==> src/rtl/ex_mem_stage.sv <==
// ex_mem_stage
//   EX->MEM pipeline register that sits directly after the ALU. It captures the
//   ALU result, the zero flag and the EX control/data bundle. It passes them to
//   the data-memory stage through a valid/ready handshake.
//
//   A 2-entry skid buffer (main + skid) keeps in_ready a pure flop output.
//   Back-pressure from MEM therefore never makes a combinational path into EX.
//   The entry held in the main register also drives the EX forwarding bus.
//
// Ports
//   clk, rst            rising-edge clock, asynchronous active-high reset
//   flush               drop every held and incoming entry at the next edge
//   in_valid/in_ready   EX-side handshake (in_ready = skid register empty)
//   in_*                ALU result, zero flag, store data, rd, control bits
//   out_valid/out_ready MEM-side handshake
//   out_*               entry held in the main register
//   fwd_valid/rd/data   forwarding bus for the entry in the main register
//   occupancy           number of entries held (0..2)
module ex_mem_stage #(
    parameter int DATA_W = 32,
    parameter int REG_W  = 5
) (
    input  logic              clk,
    input  logic              rst,
    input  logic              flush,
    input  logic              in_valid,
    output logic              in_ready,
    input  logic [DATA_W-1:0] in_result,
    input  logic              in_zero,
    input  logic [DATA_W-1:0] in_store_data,
    input  logic [REG_W-1:0]  in_rd,
    input  logic              in_reg_write,
    input  logic              in_mem_read,
    input  logic              in_mem_write,
    output logic              out_valid,
    input  logic              out_ready,
    output logic [DATA_W-1:0] out_result,
    output logic              out_zero,
    output logic [DATA_W-1:0] out_store_data,
    output logic [REG_W-1:0]  out_rd,
    output logic              out_reg_write,
    output logic              out_mem_read,
    output logic              out_mem_write,
    output logic              fwd_valid,
    output logic [REG_W-1:0]  fwd_rd,
    output logic [DATA_W-1:0] fwd_data,
    output logic [1:0]        occupancy
);

    // Payload layout: {result, zero, store_data, rd, reg_write, mem_read, mem_write}
    localparam int P_W = DATA_W + 1 + DATA_W + REG_W + 3;

    logic [P_W-1:0]    w_in_pl;
    logic [P_W-1:0]    r_main_pl;
    logic [P_W-1:0]    r_skid_pl;
    logic              r_main_valid;
    logic              r_skid_valid;
    logic              w_in_fire;
    logic              w_out_fire;

    logic [DATA_W-1:0] w_res;
    logic              w_zero;
    logic [DATA_W-1:0] w_sd;
    logic [REG_W-1:0]  w_rd;
    logic              w_rw;
    logic              w_mr;
    logic              w_mw;

    assign w_in_pl = {in_result, in_zero, in_store_data, in_rd,
                      in_reg_write, in_mem_read, in_mem_write};

    // in_ready depends only on the skid flop, never on out_ready.
    assign in_ready   = !r_skid_valid;
    assign out_valid  = r_main_valid;
    assign w_in_fire  = in_valid && in_ready;
    assign w_out_fire = r_main_valid && out_ready;

    // ---- stage boundary: EX -> main/skid registers ----
    always_ff @(posedge clk or posedge rst) begin
        if (rst) begin
            r_main_valid <= 1'b0;
            r_skid_valid <= 1'b0;
            r_main_pl    <= '0;
            r_skid_pl    <= '0;
        end else if (flush) begin
            // Payload is left as is; only the valid bits matter after a flush.
            r_main_valid <= 1'b0;
            r_skid_valid <= 1'b0;
        end else begin
            case ({r_skid_valid, r_main_valid})
                2'b00: begin
                    if (w_in_fire) begin
                        r_main_pl    <= w_in_pl;
                        r_main_valid <= 1'b1;
                    end
                end
                2'b01: begin
                    if (w_out_fire && w_in_fire) begin
                        r_main_pl <= w_in_pl;
                    end else if (w_out_fire) begin
                        r_main_valid <= 1'b0;
                    end else if (w_in_fire) begin
                        // MEM stalled: park the new entry behind the main one.
                        r_skid_pl    <= w_in_pl;
                        r_skid_valid <= 1'b1;
                    end
                end
                2'b11: begin
                    // in_ready is low here, so only a drain can happen.
                    if (w_out_fire) begin
                        r_main_pl    <= r_skid_pl;
                        r_skid_valid <= 1'b0;
                    end
                end
                default: begin
                    // skid-only state is unreachable; hold.
                end
            endcase
        end
    end

    // ---- stage boundary: main register -> MEM outputs / forwarding ----
    assign {w_res, w_zero, w_sd, w_rd, w_rw, w_mr, w_mw} = r_main_pl;

    assign out_result     = w_res;
    assign out_zero       = w_zero;
    assign out_store_data = w_sd;
    assign out_rd         = w_rd;
    // Control bits of an empty slot are meaningless, so force them off.
    assign out_reg_write  = r_main_valid && w_rw;
    assign out_mem_read   = r_main_valid && w_mr;
    assign out_mem_write  = r_main_valid && w_mw;

    // Loads never forward; the hazard unit stalls on load-use instead.
    assign fwd_valid = r_main_valid && w_rw && !w_mr && (w_rd != '0);
    assign fwd_rd    = w_rd;
    assign fwd_data  = w_res;

    assign occupancy = {1'b0, r_main_valid} + {1'b0, r_skid_valid};

    a_no_skid_only: assert property (@(posedge clk) disable iff (rst)
                                     !(r_skid_valid && !r_main_valid));

endmodule

==> config.mk <==
export PLATFORM = sky130hd
export DESIGN_NAME = ex_mem_stage
export DESIGN_NICKNAME = d
export VERILOG_FILES = /design/src/rtl/ex_mem_stage.sv
export SDC_FILE = /design/constraint.sdc
export NUM_CORES = 1
export LEC_CHECK = 0
export ABC_AREA = 0
export ABC_CLOCK_PERIOD_IN_PS = 14800
export CAP_MARGIN = 20
export CORE_UTILIZATION = 40
export DETAILED_ROUTE_END_ITERATION = 10
export GPL_ROUTABILITY_DRIVEN = 0
export PLACE_DENSITY = 0.68
export SYNTH_ARGS = -nofsm -noshare
export SYNTH_HDL_FRONTEND = slang
export SYNTH_SLANG_ARGS = --single-unit
==> constraint.sdc <==
create_clock -name clk -period 14.8 [get_ports clk]
set_input_delay 2.96 -clock clk [delete_from_list [all_inputs] [get_ports clk]]
set_output_delay 2.96 -clock clk [all_outputs]
set_load 0.02 [all_outputs]
==> metrics.md <==
| Metric | Value |
|---|---|
| Post-CTS setup buffer count | 0 |
| Launch point of the worst reg-to-reg path | out_valid |
| Average vias per placed instance | 4.914 |
| TritonCTS clock tree | done |
| Most used flip-flop cell after synthesis | dfrtp_1 |
| CTS root buffer | clkbuf_16 |
| Final-report hold violation count | 0 |
| Placeable core region | 18830 sq um |
| Number of global-route vias before repair | 4878 |
| Number of cells upsized or downsized after cts | 0 |
| Reg clk slew, reported paths | 0.06 ns |
| Total negative slack for setup checks | 0 ns |
| Depth of the CTS H-tree | 4 |
| Capturing element type of the critical path | primary output |
| Seq/Total Area, Yosys | 48.03% |
| Fmax | 185.3 MHz |
| Leakage component of the power | 0.003640 uW |
| Unrepaired setup endpoints after global routing | false |
| Finish-stage setup viols | 0 |
| Distinct cell type count of the synthesized netlist | 30 |
| Filler-free cell count of the finished design | 959 |
| Ratio of cells with drive above 1 in the final layout | 26.22% |
| Clock buffer count from CTS | 17 |
| Filler Cell Count | 1639 |
| Max FO, Critical Path | 39 |
| Data required, critical path | 11.84 ns |
| Type of the worst min-delay path | flip-flop to flip-flop |
| Top sig layer | met4 |
| Worst IR Drop VDD | 0.1042 mV |
| Worst-case headroom to the max-slew limit | 42.65% |
| Async S/R FF share, synth | 100.0% |
| Post-CTS Hold Buffers | 0 |
| Dominant cell type by area after synthesis | dfrtp_1 |
| Post-route clock period utilization | 36.46% |
| Top cell type's share of synthesized area | 48.03% |
| Max capacitance violation total | 0 |
| Worst setup startpoint | out_valid |
| Number of buffers between clock root and the deepest sink | 2 |
| Syn_area_per_cell | 12.56 sq um |
| Critical Setup Path Class | flip-flop to primary output |
| Synthesis-stage register bit count | 148 |
| Total global routing track utilization | 16.82% |
| Grt ovf | 0 |
| Overall die height | 140.8 microns |
| Power, Total | 2096 uW |
| Global-route wire length before repair | 25770 microns |
| Number of max-slew violations in the final report | 0 |
| Cell types with the largest area share after synthesis | dfrtp_1 48%, buf_4 11%, mux2_2 9.8% |
| WL met3 | 879 microns |
| Final antenna-violating net count | 0 |
| Minimum period implied by the final worst setup slack | 5.396 ns |
| Count of standard-cell rows | 50 |
| Post-synthesis instance area | 7711 sq um |
| Via count of the routed design | 4713 |
| Number of detailed-route iterations in the first pass | 4 |
| Actual slew at the worst max-slew pin | 0.8602 ns |
| Nature of the critical path startpoint | flip-flop |
| Outcome | complete, no violations |
| DRC violation total after the first TritonRoute iteration | 128 |
| Post-synthesis cell count | 614 |
| Placed Instances | 927 |
| Highest-count cells in the layout ignoring fill and taps | 192 x clkdlybuf4s50_1, 148 x dfrtp_1, 76 x a21oi_1 |
| Critical R2R Capture | r_main_pl[50] |
| Remaining DRCs | 0 |
| Syn. warnings | 0 |
| Number of I/O pins | 193 |
| Overall die width | 140.8 microns |
| Routed wire length on met2 | 7671 microns |
| Post-Route M1 WL | 7002 microns |
| Total wire length | 15780 microns |
| Most common cell after layout, fill and taps aside | clkdlybuf4s50_1 |
| Number of sinks driven by the clock tree | 148 |
| Worst R2R Setup Slack | 11.79 ns |
| Initial Utilization | 40.95% |
| Number of enable flip-flop cells after synthesis | 0 |
| Total Die Area | 19840 sq um |
| Arrival time of the worst setup path | 2.44 ns |
| Register-to-Register Path Depth | 7 |
| Area growth, synth to finish | 21.92% |
| Largest net degree at the start of global routing | 97 |
| WL/cell | 16.45 microns |
| Antenna violations before repair | 1 |
| Largest clock skew in the final design | 0.004402 ns |
| Endpoint of the worst setup timing path | occupancy[1] |
| Port Buf Inserts | 192 |
| Nets in the synthesized netlist | 696 |
| Later-pin clock latency in the skew report | 0.41 ns |
| Power density over the cells | 222.9 nW/um^2 |
| Number of nets in the finished design | 768 |
| HPWL Detailed | 10080 microns |
-- worst min path at each step --
stage,slack (ns),end,cells after the start,startpoint
5_1_grt,0.50,r_skid_pl[44],1,r_skid_pl[44]
3_3_place_gp,0.47,r_skid_pl[42],1,r_skid_pl[42]
3_5_place_dp,0.48,r_skid_pl[41],1,r_skid_pl[41]
4_1_cts,0.49,r_skid_pl[41],1,r_skid_pl[41]
6_report,0.49,r_skid_pl[41],1,r_skid_pl[41]
2_1_floorplan,0.46,r_skid_pl[12],1,r_skid_pl[12]
-- synth_stat cells (2+ instances only) --
cell type  number
nor2_1          3
ha_1            4
inv_1           3
mux2i_1        73
buf_12          8
and2_2          2
a21oi_1        76
buf_6          15
buf_2           8
buf_4         113
a21oi_2        70
mux2_1          6
o21ai_0         3
dfrtp_1       148
mux2_2         67
-- power breakdown --
group | total (uW) | switching, uW | internal [uW] | leakage, uW
clock network | 416 | 162 | 254 | 0.000274
logic | 953 | 495 | 458 | 0.00164
registers | 726 | 126 | 600 | 0.00172
-- state kept, by name (all words and copies together) (netlist names) --
signal	count
r_skid_pl	73
r_main_pl	73
r_skid_valid	1
out_valid	1
-- metrics by stage --
step                      util, %  cell area (sq um)  setup slack [ns]  hold WS [ns]
final                       49.93               9402             9.404        0.4874
after global routing        49.91               9399             9.302        0.5041
after CTS                   49.91               9399             9.366        0.4939
after detailed placement    46.90               8831             9.234        0.4811
after global placement      46.75               8803             9.295        0.4733
after floorplan                 -               7711             7.860        0.4640
-- cell families (layout without fill, tap and decap cells) --
kind of cell	count (synthesis)	count (layout)	synth area share, %
AO/OA/AOI/OAI	153	153	13.71
adder cells (fa/ha/maj)	4	4	0.6491
multiplexers	146	146	20.14
AND/OR/NAND/NOR	15	15	1.493
flip-flops	148	148	48.03
buffers and inverters	148	232	15.98
other	0	1	0
-- routing by layer --
metal	GRT usage, %	up-vias
met5	0	-
met4	5.664	0
met3	4.721	19
met2	28.36	148
met1	20.73	2364
li1	-	2182
-- area by class of cell --
cell class,count,area (sq um),share of cell area [%]
diodes,1,2.502,0.02662
clock buffers,21,460.4,4.898
clock inverters,10,107.6,1.145
inverters,3,16.27,0.1730
multi-input cells,318,2799,29.77
flip-flops and latches,148,3704,39.39
well taps,260,325.3,3.460
repair buffers,198,1987,21.13
-- critical path, cell delays in order (launching register included) --
cell             delay [ns]
dfrtp_1                0.58
ha_4                   0.70
clkdlybuf4s50_1        0.74
No activity file was read; power rests on OpenSTA's default activity.
